`src/rtl/rotor2_fwd_if.sv`:
```
// Interface: rotor2_fwd_if
// Bundles the per-letter handshake, the load port and the result bus of the
// rotor 2 forward stage. The master drives letters and loads and observes
// results; the slave is the rotor stage itself.
interface rotor2_fwd_if;
  logic       load;
  logic [4:0] load_pos;
  logic       in_valid;
  logic [4:0] in_letter;
  logic       step_in;
  logic       out_valid;
  logic [4:0] out_letter;
  logic [4:0] out_rotate;
  logic       step_out;
  logic       err;
  logic [4:0] pos;

  modport master (
    output load, load_pos, in_valid, in_letter, step_in,
    input  out_valid, out_letter, out_rotate, step_out, err, pos
  );

  modport slave (
    input  load, load_pos, in_valid, in_letter, step_in,
    output out_valid, out_letter, out_rotate, step_out, err, pos
  );
endinterface

```
`src/rtl/rotor2_fwd.sv`:
```
// Module: rotor2_fwd
// Forward path through Enigma rotor 2 (middle rotor). Holds the rotor position,
// steps it ahead of encipherment, and substitutes each letter through the
// rotor wiring offset by that position over a two-stage pipeline.
// Optional feature: define ROTOR2_DOUBLE_STEP_EN to enable the historical
// middle-rotor double-step; otherwise the rotor behaves as a pure odometer.
module rotor2_fwd #(
  parameter logic [4:0] NOTCH = 5'd4
) (
  input  logic          clk,
  input  logic          rst_n,
  rotor2_fwd_if.slave   bus
);

`ifdef ROTOR2_DOUBLE_STEP_EN
  localparam logic DS = 1'b1;
`else
  localparam logic DS = 1'b0;
`endif

  // Rotor 2 wiring, letters 1..26 (A=1) to letters 1..26.
  function automatic logic [4:0] wiring(input logic [4:0] l);
    case (l)
      5'd1:  wiring = 5'd6;
      5'd2:  wiring = 5'd15;
      5'd3:  wiring = 5'd11;
      5'd4:  wiring = 5'd21;
      5'd5:  wiring = 5'd4;
      5'd6:  wiring = 5'd1;
      5'd7:  wiring = 5'd26;
      5'd8:  wiring = 5'd14;
      5'd9:  wiring = 5'd17;
      5'd10: wiring = 5'd16;
      5'd11: wiring = 5'd24;
      5'd12: wiring = 5'd23;
      5'd13: wiring = 5'd2;
      5'd14: wiring = 5'd10;
      5'd15: wiring = 5'd9;
      5'd16: wiring = 5'd5;
      5'd17: wiring = 5'd8;
      5'd18: wiring = 5'd3;
      5'd19: wiring = 5'd13;
      5'd20: wiring = 5'd19;
      5'd21: wiring = 5'd7;
      5'd22: wiring = 5'd12;
      5'd23: wiring = 5'd18;
      5'd24: wiring = 5'd25;
      5'd25: wiring = 5'd20;
      5'd26: wiring = 5'd22;
      default: wiring = 5'd0;
    endcase
  endfunction

  // Position register
  logic [4:0] pos_q, pos_d;

  // Stage 1 registers
  logic       s1_valid_q, s1_valid_d;
  logic [4:0] s1_t_q,     s1_t_d;
  logic [4:0] s1_p_q,     s1_p_d;
  logic       s1_carry_q, s1_carry_d;
  logic       s1_err_q,   s1_err_d;

  // Stage 2 (output) registers
  logic       out_valid_q,  out_valid_d;
  logic [4:0] out_letter_q, out_letter_d;
  logic [4:0] out_rotate_q, out_rotate_d;
  logic       step_out_q,   step_out_d;
  logic       err_q,        err_d;

  // Helpers
  logic       letter_ok;
  logic       at_notch;
  logic       adv;
  logic [4:0] pos_inc;
  logic       load_err;
  logic [5:0] sum;
  logic [5:0] sum_wrap;

  // Position update and stage 1 capture: load wins, then valid letters step the rotor.
  always_comb begin
    // NOTE: every output of a combinational block gets a default first so no
    // path leaves a value unassigned and a latch can never be inferred.
    pos_d      = pos_q;
    s1_valid_d = 1'b0;
    s1_t_d     = 5'd0;
    s1_p_d     = 5'd0;
    s1_carry_d = 1'b0;
    s1_err_d   = 1'b0;
    load_err   = 1'b0;

    letter_ok = (bus.in_letter != 5'd0) && (bus.in_letter <= 5'd26);
    at_notch  = (pos_q == NOTCH);
    adv       = bus.step_in | (DS & at_notch);
    pos_inc   = (pos_q == 5'd25) ? 5'd0 : pos_q + 5'd1;

    if (bus.load) begin
      if (bus.load_pos <= 5'd25) begin
        pos_d = bus.load_pos;
      end else begin
        pos_d    = 5'd0;
        load_err = 1'b1;
      end
    end else if (bus.in_valid) begin
      s1_valid_d = 1'b1;
      if (letter_ok) begin
        // Stepping precedes encipherment: the letter sees the new position.
        pos_d      = adv ? pos_inc : pos_q;
        s1_t_d     = wiring(bus.in_letter);
        s1_p_d     = pos_d;
        s1_carry_d = adv & at_notch;
      end else begin
        s1_p_d   = pos_q;
        s1_err_d = 1'b1;
      end
    end
  end

  // Stage 2 next-state: offset addition modulo 26 into 1..26, error squashing.
  always_comb begin
    sum          = {1'b0, s1_t_q} + {1'b0, s1_p_q};
    sum_wrap     = (sum > 6'd26) ? sum - 6'd26 : sum;
    out_valid_d  = s1_valid_q;
    step_out_d   = s1_valid_q & s1_carry_q & ~s1_err_q;
    err_d        = (s1_valid_q & s1_err_q) | load_err;
    out_letter_d = out_letter_q;
    out_rotate_d = out_rotate_q;
    if (s1_valid_q) begin
      out_rotate_d = s1_p_q;
      out_letter_d = s1_err_q ? 5'd0 : sum_wrap[4:0];
    end
  end

  // Position register and stage 1 pipeline registers.
  always_ff @(posedge clk or negedge rst_n) begin
    if (!rst_n) begin
      pos_q      <= 5'd0;
      s1_valid_q <= 1'b0;
      s1_t_q     <= 5'd0;
      s1_p_q     <= 5'd0;
      s1_carry_q <= 1'b0;
      s1_err_q   <= 1'b0;
    end else begin
      // NOTE: non-blocking assignments so every register samples the values
      // present before the edge, independent of statement order.
      pos_q      <= pos_d;
      s1_valid_q <= s1_valid_d;
      s1_t_q     <= s1_t_d;
      s1_p_q     <= s1_p_d;
      s1_carry_q <= s1_carry_d;
      s1_err_q   <= s1_err_d;
    end
  end

  // Stage 2 output registers; letter and rotate hold between pulses.
  always_ff @(posedge clk or negedge rst_n) begin
    if (!rst_n) begin
      out_valid_q  <= 1'b0;
      out_letter_q <= 5'd0;
      out_rotate_q <= 5'd0;
      step_out_q   <= 1'b0;
      err_q        <= 1'b0;
    end else begin
      out_valid_q  <= out_valid_d;
      out_letter_q <= out_letter_d;
      out_rotate_q <= out_rotate_d;
      step_out_q   <= step_out_d;
      err_q        <= err_d;
    end
  end

  assign bus.pos        = pos_q;
  assign bus.out_valid  = out_valid_q;
  assign bus.out_letter = out_letter_q;
  assign bus.out_rotate = out_rotate_q;
  assign bus.step_out   = step_out_q;
  assign bus.err        = err_q;

endmodule

```
`src/flat_wrapper.sv`:
```
// flat-port wrapper written by rule: the top's interface ports become plain ports
module rotor2_fwd_flat 
#(
  parameter logic [4:0] NOTCH = 5'd4
)
  (clk, rst_n, bus_load, bus_load_pos, bus_in_valid, bus_in_letter, bus_step_in, bus_out_valid, bus_out_letter, bus_out_rotate, bus_step_out, bus_err, bus_pos);
  rotor2_fwd_if bus_i ();
  input  logic clk;
  input  logic rst_n;
  input wire logic [$bits(bus_i.load)-1:0] bus_load;
  input wire logic [$bits(bus_i.load_pos)-1:0] bus_load_pos;
  input wire logic [$bits(bus_i.in_valid)-1:0] bus_in_valid;
  input wire logic [$bits(bus_i.in_letter)-1:0] bus_in_letter;
  input wire logic [$bits(bus_i.step_in)-1:0] bus_step_in;
  output wire logic [$bits(bus_i.out_valid)-1:0] bus_out_valid;
  output wire logic [$bits(bus_i.out_letter)-1:0] bus_out_letter;
  output wire logic [$bits(bus_i.out_rotate)-1:0] bus_out_rotate;
  output wire logic [$bits(bus_i.step_out)-1:0] bus_step_out;
  output wire logic [$bits(bus_i.err)-1:0] bus_err;
  output wire logic [$bits(bus_i.pos)-1:0] bus_pos;
  assign bus_i.load = bus_load;
  assign bus_i.load_pos = bus_load_pos;
  assign bus_i.in_valid = bus_in_valid;
  assign bus_i.in_letter = bus_in_letter;
  assign bus_i.step_in = bus_step_in;
  assign bus_out_valid = bus_i.out_valid;
  assign bus_out_letter = bus_i.out_letter;
  assign bus_out_rotate = bus_i.out_rotate;
  assign bus_step_out = bus_i.step_out;
  assign bus_err = bus_i.err;
  assign bus_pos = bus_i.pos;
  rotor2_fwd #(.NOTCH(NOTCH)) u_core (.clk(clk), .rst_n(rst_n), .bus(bus_i));
endmodule
```
`config.mk`:
```
export PLATFORM = sky130hd
export DESIGN_NAME = rotor2_fwd_flat
export DESIGN_NICKNAME = d
export VERILOG_FILES = /design/src/rtl/rotor2_fwd_if.sv /design/src/rtl/rotor2_fwd.sv /design/src/flat_wrapper.sv
export SDC_FILE = /design/constraint.sdc
export NUM_CORES = 1
export LEC_CHECK = 0
export BUFFER_PORTS_ARGS = -buffer_cell sky130_fd_sc_hd__buf_4
export CAP_MARGIN = 20
export CORE_AREA = 2 2 64 60
export DETAILED_ROUTE_END_ITERATION = 10
export DIE_AREA = 0 0 66 62
export PLACE_DENSITY = 0.82
export SLEW_MARGIN = 40
export SYNTH_ARGS = -nofsm -noshare
export SYNTH_HDL_FRONTEND = slang
export SYNTH_SLANG_ARGS = --single-unit
```
`constraint.sdc`:
```
create_clock -name clk -period 3.86 [get_ports clk]
set_input_delay 0.772 -clock clk [delete_from_list [all_inputs] [get_ports clk]]
set_output_delay 0.772 -clock clk [all_outputs]
set_load 0.005 [all_outputs]
```
; Yosys cells after proc, flatten, opt, wreduce, memory -nomap -nowiden
; Memories as Yosys holds them, arrays and structs flattened.
; Index checks and enable logic that the tools add are counted.
[totals]
elab_cells = 52
rom_bits = 160
n_memories = 1
in_bits = 15
ff_bits = 31
out_inout_bits = 18
[classes]
bitwise = 6
n_eq_ne = 2
n_reduce_logical = 3
magnitude_cmp = 3
n_addsub = 3
n_mux = 23
[mem_list]
columns = name, depth, word_bits, read_ports, rd_ports_with_merged_regs, wr, line_no
row1 = (name not given), 32, 5, 1, 0, 0, rotor2_fwd.sv:23  ; case (l)
[ops]
columns = op, n
row1 = two-way mux 5 bit, 13
row2 = "less-or-equal comparator 5 bit, second input constant", 2
row3 = two-way mux 1 bit, 10
row4 = adder 5 x 5 -> 6 bit, 1
row5 = "greater-than comparator 6 x 5 -> 1 bit, second input constant", 1
row6 = "adder 5 x 1 -> 5 bit, second input constant", 1
row7 = "== test 5 x 3 -> 1 bit, second input constant", 1
row8 = "== test 5 bit, second input constant", 1
row9 = nonzero test 5 bit, 1
row10 = "subtractor 5 bit, second input constant", 1
row11 = AND 1 bit, 4
row12 = nonzero test 2 bit, 1
row13 = logical AND 1 bit, 1
row14 = inverter 1 bit, 1
row15 = bitwise OR 1 bit, 1

; Longest topological paths before layout
[depth]
word_depth = 6
ltp_mapped = 10
mapped_depth_nobuf = 10

; Worst setup path before layout
; No wires, ideal clock.
[synth_timing]
path_type = input-to-reg
start = input bus_in_letter[1]
end = register u_core.pos_q[4] (netlist: u_core.bus.pos[4])
path_buffers = 1
t_arrival_ns = 2.390
required_time_ns = 3.729
setup_slack_ns = 1.338
cell_stages = 10
setup_time_ns = 0.131
path_cell_list = inv_1 > ha_1 > nand2b_1 > or3_4 > and3_1 > buf_6 > nand4_2 > xor2_1 > nor2_1 > or3_1
[synth_between]
elab_chain_cells = 5
word_cells_on_any_way = 6
classes_between = order compare: 1 / mux: 3 / reduce/logical: 2
[synth_rtl]
columns = element, line_no
row1 = start: declaration, flat_wrapper.sv:13  ; input wire logic [$bits(bus_i.in_letter)-1:0] bus_in_letter;
row2 = less-or-equal comparator 5 bit / nonzero test 5 bit (equally long branches), rotor2_fwd.sv:92  ; letter_ok = (bus.in_letter != 5'd0) && (bus.in_letter <= 5'd26);
row3 = logical AND 1 bit (*), rotor2_fwd.sv:92
row4 = two-way mux 5 bit (*) (3 in series), --
row5 = end signal: assignment, rotor2_fwd.sv:146  ; pos_q <= pos_d;
row6 = end: declaration, rotor2_fwd.sv:55  ; logic [4:0] pos_q, pos_d;
; Mark *: on every way between the ends. The rest lies on a longest branch, timed or not. The select of a mux whose other input is x is not followed.
; A chain may end at the register's enable or synchronous reset.

; Worst setup path after layout
[layout_timing]
start = register u_core.s1_t_q[0]
end = register u_core.out_letter_q[1] (netlist: u_core.bus.out_letter[1])
[layout_between]
elab_chain_cells = 4
word_cells_on_any_way = 5
classes_between = add/sub: 2 / order compare: 1 / mux: 2
[layout_rtl]
columns = element, line_no
row1 = start: declaration, rotor2_fwd.sv:59  ; logic [4:0] s1_t_q, s1_t_d;
row2 = start signal: assignment, rotor2_fwd.sv:148  ; s1_t_q <= s1_t_d;
row3 = adder 5 x 5 -> 6 bit (*), rotor2_fwd.sv:121  ; sum = {1'b0, s1_t_q} + {1'b0, s1_p_q};
row4 = subtractor 5 bit / greater-than comparator 6 x 5 -> 1 bit (equally long branches), rotor2_fwd.sv:122  ; sum_wrap = (sum > 6'd26) ? sum - 6'd26 : sum;
row5 = two-way mux 5 bit (*), rotor2_fwd.sv:122
row6 = two-way mux 5 bit (*), rotor2_fwd.sv:130  ; out_letter_d = s1_err_q ? 5'd0 : sum_wrap[4:0];
row7 = end signal: assignment, rotor2_fwd.sv:165  ; out_letter_q <= out_letter_d;
row8 = end: declaration, rotor2_fwd.sv:66  ; logic [4:0] out_letter_q, out_letter_d;
; Mark *: on every way between the ends. The rest lies on a longest branch, timed or not.

==> qor.yml <==
status: "complete, no violations"
dp_hpwl_um: 2940
start_util: 0.560
worst_pin_slew_ps: 565
comb_power_share: 0.216
cts_root_buf: "clkbuf_8"
tns_ps: 0
synthTopCellsByArea: "dfrtp_1, ha_1, nor2_1, a21oi_1, inv_1"
rsz0062_at_grt: "false"
reg2reg_slack_ps: 1220
drc: 0
core_area_sq_um: 3520
die_h_um: 62
die_w_um: 66
ys_seq_area_frac: 0.393
wl_per_cell_um: 13.7
yosys_warnings: 0
cts_buffers: 5
clockPowerShare: 0.333
grt_overflow: 0
dpl-instance-area_sq_um: 2230
synth_cells: 206
track_usage: 0.203
postCtsHoldBufs: 0
period_share: 0.683
synth_top_area_share: 0.393
layout-drive-gt1-share: 0.213
ir_drop_mv: 0.259
post_cts_resized: 0
power_density_nw_per_um2: 360
syn_area_sq_um: 1970
final_core_util: 0.662
grt_max_degree: 32
clock_path_buffers: 2
drt_iter0_markers: 83
antenna_found_initial: 0
p_total_mw: 0.838
design_area_sq_um: 2330
hold_violations: 0
drt_wl_total_um: 3890
maxCapViolations: 0
preCtsSetupSlack_ps: 1100
sw_frac_of_total: 0.282
hold_ws_ps: 404
seq_power_share: 0.450
synth_edf_count: 0
dpl.cell_count: 277
antenna_cells: 0
period_minus_slack_ps: 2640
nNetsFinal: 271
num-fill-cells: 295
ys_ff_latch: 31
place.gp.congestion: 0.989
timing.fmax_ghz: 0.379
dr.pass1.iters: 4
setup_viol: 0
power_leakage_nw: 1.11
num_rows: 21
htree_num_levels: 2
hold_path.class: "input pin to async pin"
intPower_mw: 0.602
fin_ws_ps: 1220
grt_pass1_vias: 1355
synth_cell_types: 48
grt_pass1_wl_um: 6040
yosys.area.top_type: "dfrtp_1"
syn_area_per_cell_sq_um: 9.57
synthFlopType: "dfrtp_1"
vias: 1601
worstPathMaxFanout: 6
drv_slew: 0
net-switching-power_mw: 0.236
syn_nets: 239
final_cells: 285
postCtsSetupRepairBufs: 0
io-pin-count: 33
clkSinkCount: 31
clk_latency_ps: 280
skew_ps: 5.53
clkTransAtPathRegs_ps: 60
critPathArrivalTime_ps: 2830
async_flop_share: 1.00
antenna_left: 0
io_buffers: 32
cts_tree: "built"
crit_path_start_kind: "flip-flop"
vias_per_cell: 5.62
worstPathRequired_ps: 4060
area_growth_pct: 18.2
dieArea_sq_um: 4090
crit_type: "flip-flop to flip-flop"
cp-end-kind: "flip-flop"
relSlewSlack: 0.614
routing by layer:
layer  vias to the layer above  wire length, um  part of all wire  global-route usage
met5                         -                0                 0                   0
met4                         0               63             0.016              0.0875
met3                         5              231             0.059              0.0595
met2                        50             1870              0.48               0.322
met1                       750             1720              0.44               0.263
li1                        796                -                 -                   -
cells in the final DEF (no fill, tap or decap), types with 7 or more instances in the layout:
cell type / Yosys / routed
buf_4: 0 / 32
dfrtp_1: 31 / 31
nor2_1: 25 / 25
ha_1: 17 / 17
inv_1: 16 / 16
a21oi_1: 13 / 13
nand2_1: 11 / 11
o21ai_0: 8 / 8
clkbuf_8: 0 / 7
cells in the mapped netlist, drive strengths merged, types with 2 or more instances:
cell,instances
and3,2
ha,17
xnor2,6
a221o,2
o211ai,2
nand4,4
nand3b,2
a21o,2
nand3,3
nor3,5
buf,3
mux2i,3
and2,2
o22ai,2
a311oi,2
a21oi,13
nor2b,2
mux2,6
nand2b,4
nor2,25
a211oi,4
clkbuf,4
dfrtp,31
nand2,11
a31oi,2
nor3b,4
o21ai,9
xor2,3
inv,17
or3,3
power groups by stage:
stage	Clock (mW)	Combinational (mW)	Sequential [mW]
4_1_cts	0.285	0.182	0.377
5_1_grt	0.302	0.206	0.381
2_1_floorplan	0	0.111	0.377
3_3_place_gp	0	0.177	0.382
6_report	0.279	0.181	0.377
3_5_place_dp	0	0.181	0.384
state kept, by name, indices dropped and copies added, names as in the netlist:
signal                 flops
u_core.bus.err             1
u_core.bus.out_letter      5
u_core.bus.out_rotate      5
u_core.bus.out_valid       1
u_core.bus.pos             5
u_core.bus.step_out        1
u_core.out_valid_d         1
u_core.s1_carry_q          1
u_core.s1_err_q            1
u_core.s1_p_q              5
u_core.s1_t_q              5
final timing paths:
| kind | startpoint | cells after the start | to |
|---|---|---|---|
| setup / recovery | u_core.s1_t_q[0]$_DFF_PN0_ | 10 | u_core.bus.out_letter[1]$_DFFE_PN0P_ |
| min in group clk | u_core.s1_carry_q$_DFF_PN0_ | 2 | u_core.bus.step_out$_DFF_PN0_ |
| max in group asynchronous | rst_n | 1 | u_core.s1_t_q[0]$_DFF_PN0_ |
| setup reg to reg | u_core.s1_t_q[0]$_DFF_PN0_ | 10 | u_core.bus.out_letter[1]$_DFFE_PN0P_ |
| hold reg to reg | u_core.s1_carry_q$_DFF_PN0_ | 2 | u_core.bus.step_out$_DFF_PN0_ |
| hold / removal | rst_n | 1 | u_core.bus.out_letter[3]$_DFFE_PN0P_ |
worst max-delay path, stage by stage (launching register included):
cell and delay [ps]:
dfrtp_1 360, ha_1 170, inv_1 60, fa_1 390
nand2b_1 160, a21oi_1 210, xnor2_2 190, nor4_1 100
or3_1 460, mux2_1 340, o22ai_1 120
area by class of cell:
cell class,count,area (sq um),area share
Clock inverter,1,7.51,0.00322
Inverter,17,63.8,0.0274
Clock buffer,7,96.3,0.0413
Tap cell,46,57.6,0.0247
Sequential cell,31,776,0.333
Multi-Input combinational cell,151,1090,0.468
Timing Repair Buffer,32,240,0.103
logic make-up (layout without fill, tap and decap cells):
| kind of cell | count (synthesis) | count (layout) | share of synthesized area |
|---|---|---|---|
| buffers and inverters | 24 | 57 | 0.0539 |
| AND/OR/NAND/NOR | 69 | 69 | 0.180 |
| XOR/XNOR | 9 | 9 | 0.0438 |
| AO/OA/AOI/OAI | 45 | 45 | 0.150 |
| flip-flops | 31 | 31 | 0.393 |
| adder cells (fa/ha/maj) | 18 | 18 | 0.118 |
| multiplexers | 10 | 10 | 0.0609 |
Power figures use the tool's default switching activity.
